<file path="config.mk">
export PLATFORM = sky130hd
export DESIGN_NAME = l2_ifill_responder
export DESIGN_NICKNAME = d
export VERILOG_FILES = /design/src/rtl/l2_ifill_responder.sv
export SDC_FILE = /design/constraint.sdc
export NUM_CORES = 1
export LEC_CHECK = 0
export BUFFER_PORTS_ARGS = -buffer_cell sky130_fd_sc_hd__buf_4
export CAP_MARGIN = 20
export CORE_MARGIN = 2
export CORE_UTILIZATION = 48
export CTS_BUF_LIST = sky130_fd_sc_hd__clkbuf_8
export DETAILED_ROUTE_END_ITERATION = 7
export PLACE_DENSITY = 0.79
export SYNTH_ARGS = -nofsm -noshare
export SYNTH_HDL_FRONTEND = slang
export SYNTH_SLANG_ARGS = --single-unit
</file>
<file path="constraint.sdc">
create_clock -name clk -period 2.4 [get_ports clk]
set_clock_uncertainty 0.15 [all_clocks]
set_input_delay 0.6 -clock clk [delete_from_list [all_inputs] [get_ports clk]]
set_output_delay 0.6 -clock clk [all_outputs]
set_load 0.02 [all_outputs]
</file>
<file path="src/rtl/l2_ifill_responder.sv">
// Instruction-cache refill responder: holds one cache line and, on a miss,
// fetches it beat by beat from a narrow backing memory.
//
// state | meaning
// IDLE  | line held (or none); compare requests against line_base
// FETCH | reading beats 0..NBEATS-1 of line_base from backing memory
module l2_ifill_responder #(
    parameter int LINE_W = 256,
    parameter int BEAT_W = 32
) (
    input  logic              clk,
    input  logic              rst_n,
    input  logic [31:0]       req_addr,
    input  logic              req_re,
    input  logic              flush,
    output logic              busy,
    output logic [LINE_W-1:0] block_out,
    output logic [31:0]       mem_addr,
    output logic              mem_re,
    input  logic [BEAT_W-1:0] mem_rdata,
    input  logic              mem_valid
);

    localparam int NBEATS = LINE_W / BEAT_W;
    localparam int BW     = (NBEATS > 1) ? $clog2(NBEATS) : 1;

    typedef enum logic {IDLE, FETCH} state_t;

    state_t            state, state_nxt;
    logic [26:0]       line_base;
    logic              line_valid;
    logic              abort;
    logic [BW-1:0]     beat;
    logic [LINE_W-1:0] buffer;

    logic hit;
    logic miss_start;
    logic last_beat;

    assign hit        = line_valid && (req_addr[31:5] == line_base) && !flush;
    assign miss_start = (state == IDLE) && req_re && !hit;
    assign last_beat  = (state == FETCH) && mem_valid && (beat == BW'(NBEATS - 1));
    assign block_out  = buffer;

    always_comb begin
        state_nxt = state;
        busy      = 1'b0;
        mem_re    = 1'b0;
        mem_addr  = 32'h0;
        case (state)
            IDLE: begin
                busy = req_re && !hit;
                if (miss_start)
                    state_nxt = FETCH;
            end
            FETCH: begin
                busy     = 1'b1;
                mem_re   = 1'b1;
                mem_addr = {line_base, 5'b0} + (32'(beat) << 2);
                if (last_beat)
                    state_nxt = IDLE;
            end
            default: state_nxt = IDLE;
        endcase
    end

    always_ff @(posedge clk or negedge rst_n) begin
        if (!rst_n) begin
            state      <= IDLE;
            line_base  <= 27'h0;
            line_valid <= 1'b0;
            abort      <= 1'b0;
            beat       <= '0;
            buffer     <= '0;
        end else begin
            state <= state_nxt;
            case (state)
                IDLE: begin
                    if (miss_start) begin
                        line_base  <= req_addr[31:5];
                        beat       <= '0;
                        abort      <= 1'b0;
                        line_valid <= 1'b0;
                    end else if (flush) begin
                        line_valid <= 1'b0;
                    end
                end
                FETCH: begin
                    // A flush mid-fill still lets the fill finish but poisons the result.
                    if (flush)
                        abort <= 1'b1;
                    if (mem_valid) begin
                        buffer[int'(beat)*BEAT_W +: BEAT_W] <= mem_rdata;
                        beat <= beat + BW'(1);
                        if (last_beat)
                            line_valid <= !abort && !flush;
                    end
                end
                default: ;
            endcase
        end
    end

endmodule

</file>
Word-level counts from Yosys, hierarchy flattened --
Cells that the tools add are included.
Cells by class: add/subtract/negate cells 3, eq/ne operators 7, shift-type cells 2, multiplexer cells 18, bitwise operators 1, reduce and logical (&&, ||, !) cells 16
Operators by type and width (count):
- bitwise mux 256 bit | 1
- variable shift 32 x 33 -> 256 bit, first input constant | 1
- variable part select 32 x 33 -> 256 bit | 1
- negator 8 -> 33 bit | 1
- adder 32 x 5 -> 32 bit | 1
- 2-to-1 mux 32 bit | 1
- == test 27 bit | 1
- 2-to-1 mux 1 bit | 9
- logical AND 1 bit | 8
- one-hot mux 1 bit (2 select lines) | 4
- AND reduction 2 bit | 4
- 2-to-1 mux 3 bit | 2
- inequality test 2 bit, second input constant | 3
- one-hot mux 3 bit (2 select lines) | 1
- adder 3 x 1 -> 3 bit, second input constant | 1
- == test 3 bit, second input constant | 1
- zero test 1 bit | 3
- inequality test 3 bit, second input constant | 1
- AND reduction 3 bit | 1
- inequality test 2 x 1 -> 1 bit, second input constant | 1
- inverter 1 bit | 1
Storage, ports and cells: register bits after elaboration 289, input bits 69, output and inout port bits 290

Longest topological paths before layout --
depth after elaboration 7, depth in mapped cells 10, depth with buffers taken out 7

Least setup slack after synthesis --
No wires, ideal clock.
path type flip-flop to flip-flop, start point reg beat[0], end point reg buffer[12], in the netlist block_out[12], library setup time 0.125 ns, arrival time 2.114 ns, setup slack 0.011 ns, cell stages (with the launch flop) 9, clock period less this slack 2.389 ns, cell sequence dfrtp_1 > buf_2 > inv_1 > ha_1 > ha_1 > nor4_1 > nand3_1 > buf_1 > mux2_2
On the way: cells in the longest elaborated chain, start to end 3
RTL lines:
- from (decl) | line 33 | logic [BW-1:0] beat;
- from (signal assigned) | line 94 | beat <= beat + BW'(1);
- negator 8 -> 33 bit (*) | line 93 | buffer[int'(beat)*BEAT_W +: BEAT_W] <= mem_rdata;
- variable part select 32 x 33 -> 256 bit or variable shift 32 x 33 -> 256 bit (tied branches) | line 93
- bitwise mux 256 bit (*) | line 93
- to (signal, indexed assignment) | line 93
- to (decl) | line 34 | logic [LINE_W-1:0] buffer;
Every way passes the cells marked *; elsewhere a longest branch is shown, timed or not. A chain may end at the register's enable or synchronous reset.

Worst setup path after layout --
start point reg line_base[6], end point out busy
On the way: cells in the longest elaborated chain, start to end 6
RTL lines:
- from (decl) | line 30 | logic [26:0] line_base;
- from (signal assigned) | line 80 | line_base <= req_addr[31:5];
- == test 27 bit | line 40 | assign hit = line_valid && (req_addr[31:5] == line_base) && !flush;
- logical AND 1 bit (2 in series) | line 40
- zero test 1 bit | line 52 | busy = req_re && !hit;
- logical AND 1 bit | line 52
- one-hot mux 1 bit (2 select lines) | line 50 | case (state)
- to (decl) | line 16 | output logic busy,
No other way between the ends.

==> out/metrics.yaml <==
numCtsBuffers: 46
violations: "setup timing"
fillers: 1819
drt_iter0_markers: 579
p_leak_nw: 7.85
path_class: "reg2out"
io_pins: 359
final_common_cell: "buf_4"
diodes: 0
cp-start-kind: "register"
critical_path_buf_inv_count: 1
clockPowerShare_pct: 18.8
cts_tree: "done"
design.core.area_sq_um: 23500
cp_max_fo: 2
peakVddDrop_mv: 0.805
clock.fmax_mhz: 354
switchingPower_w: 0.00879
die_w_um: 159
drive_above_1_share_pct: 35.4
hpwlAfterDp_um: 24000
syn_to_final_growth_pct: 36.8
grt_max_degree: 65
cellPowerDensity_nw_per_um2: 1360
relSlewSlack_pct: 55.6
wl_per_cell_um: 18.9
whs_ns: 0.151
status: "complete, but fails checks"
hold_viol_final: 0
ant_nets: 0
vias: 9596
switching_share_pct: 40.8
rows: 56
comb_power_share_pct: 45.9
synth-seq-area-share_pct: 62.6
utilization_pct: 67.2
cts_htree_levels: 2
layout_common_cells: "374 x buf_4, 356 x nand2_1, 289 x dfrtp_1"
gp_congestion: 0.823
cp_top_family: "simple AND/OR/NAND/NOR gates"
nets: 1565
hold_path.class: "in2reg"
pwr-share-seq_pct: 35.3
setup_slack_ns: -0.428
maxCapViolCount: 0
root_buffer: "clkbuf_8"
route.detailed.drc: 0
cts_sinks: 289
ys_types: 33
slowest_delay_ns: 0.39
drt_wl_total_um: 34700
endpoint_kind: "output pin"
cp_data_required_time_ns: 1.65
grt-ovfl-total: 0
fin_crit_ns: 2.83
final-max-slew-violation-count: 0
start_util_pct: 49.1
synth-seq-cells: 289
rsz0062_at_grt: "true"
worst_pin_slew_ns: 0.663
slowest_stage: "dfrtp_1"
finalSetupTns_ns: -0.428
track_usage_pct: 27.2
dp_slack_ns: -0.240
die_area_sq_um: 25300
path_cells: "xnor2_1 -> nand4_1 -> nor4_2 -> nand3_1 -> a21o_1 -> buf_6"
p_int_w: 0.0128
grt_pass1_wl_um: 54500
drt_first_pass_iters: 5
stdcell_area_sq_um: 15800
clkSlewWorstSetupHoldPaths_ns: 0.06
clk_path_buf_depth: 3
setup_violations: 1
yosysWarnings: 0
io_buffer_count: 351
grt_pass1_vias: 9722
routed_via_density: 5.22
synth_area_sq_um: 11600
syn_inst: 1113
fin_crit_sh_pct: 118
antenna_found_initial: 0
clk_latency_ns: 0.54
die_h_um: 159
avgSynthCellArea_sq_um: 10.4
place_area_sq_um: 14800
arrival_ns: 2.08
[power by group through the flow]
stage	sequential, W	clock (W)	combinational, W
6_report	0.00761	0.00406	0.00990
5_1_grt	0.00780	0.00434	0.0106
4_1_cts	0.00758	0.00413	0.00990
3_5_place_dp	0.00765	0	0.00982
3_3_place_gp	0.00757	0	0.00961
2_1_floorplan	0.00925	0	0.00356
[layer usage]
metal  vias up  part of all wire, %  global-route usage [%]
met5         -                    0                       0
met4         0                  3.9                    11.2
met3        92                  7.8                    7.22
met2       399                   49                    45.9
met1      4681                   39                    33.2
li1       4424                    -                       -
[path summary, 6_finish.rpt]
check	from	to	slack (ns)	cells past startpoint
min in group asynchronous	rst_n	block_out[30]	0.44	2
worst min-delay path	req_addr[22]	line_base[17]	0.15	2
max in group asynchronous	rst_n	block_out[250]	0.96	3
worst min register to register	block_out[254]	block_out[254]	0.33	2
worst max register to register	line_base[6]	line_valid	0.08	11
worst max-delay path	line_base[6]	busy	-0.43	6
[state kept, by name, indices dropped and copies added, names as in the netlist]
| signal | cells |
|---|---|
| abort | 1 |
| beat | 3 |
| block_out | 256 |
| line_base | 27 |
| line_valid | 1 |
| state | 1 |
[cells by family (layout without fill, tap and decap cells)]
group | count (synthesis) | count (layout) | synth area share (%)
AND/OR/NAND/NOR | 418 | 418 | 14.8
flip-flops | 289 | 289 | 62.6
AO/OA/AOI/OAI | 234 | 234 | 10.3
buffers and inverters | 75 | 479 | 2.97
multiplexers | 61 | 61 | 6.54
XOR/XNOR | 28 | 28 | 2.12
adder cells (fa/ha/maj) | 7 | 7 | 0.758
other | 1 | 2 | 0.0324
[cell usage after synthesis (all sizes together)]
cell,count,area [sq um]
a21o,1,7.51
a21oi,6,30.0
a311o,1,10.0
and2,31,195
and3,1,6.26
buf,19,133
clkbuf,52,195
conb,1,3.75
dfrtp,289,7230
ha,7,87.6
inv,4,15.0
mux2,59,736
mux2i,2,20.0
nand2,356,1340
nand3,10,50.1
nand4,6,37.5
nor2,5,18.8
nor2b,2,12.5
nor3,2,10.0
nor3b,2,15.0
nor4,3,25.0
o21ai,223,1120
o311ai,1,8.76
o31ai,2,15.0
xnor2,24,210
xor2,4,35.0
[cell type report]
| class | instances | area, sq um | area share (%) |
|---|---|---|---|
| tap | 319 | 399 | 2.52 |
| clock inverter | 22 | 119 | 0.752 |
| timing repair buffer | 398 | 3210 | 20.3 |
| sequential | 289 | 7230 | 45.7 |
| clock buffer | 55 | 757 | 4.79 |
| multi-input combinational | 750 | 4080 | 25.8 |
| inverter | 4 | 15.0 | 0.0949 |
[metrics by stage]
stage                     power, W  instances
after CTS                   0.0216       1839
after global routing        0.0227       1837
after detailed placement    0.0175       1750
after floorplan             0.0128       1114
final                       0.0216       1837
after global placement      0.0172       1750
[what timing repair did]
action / CTS / global route
resized for setup: 15 / 3
hold buffers: 1 / 0
setup buffers: 11 / 2
setup endpoints to repair: 1 / 23
pin swaps: 11 / 8
hold endpoints to repair: 49 / 0
No activity file was read; power rests on OpenSTA's default activity.
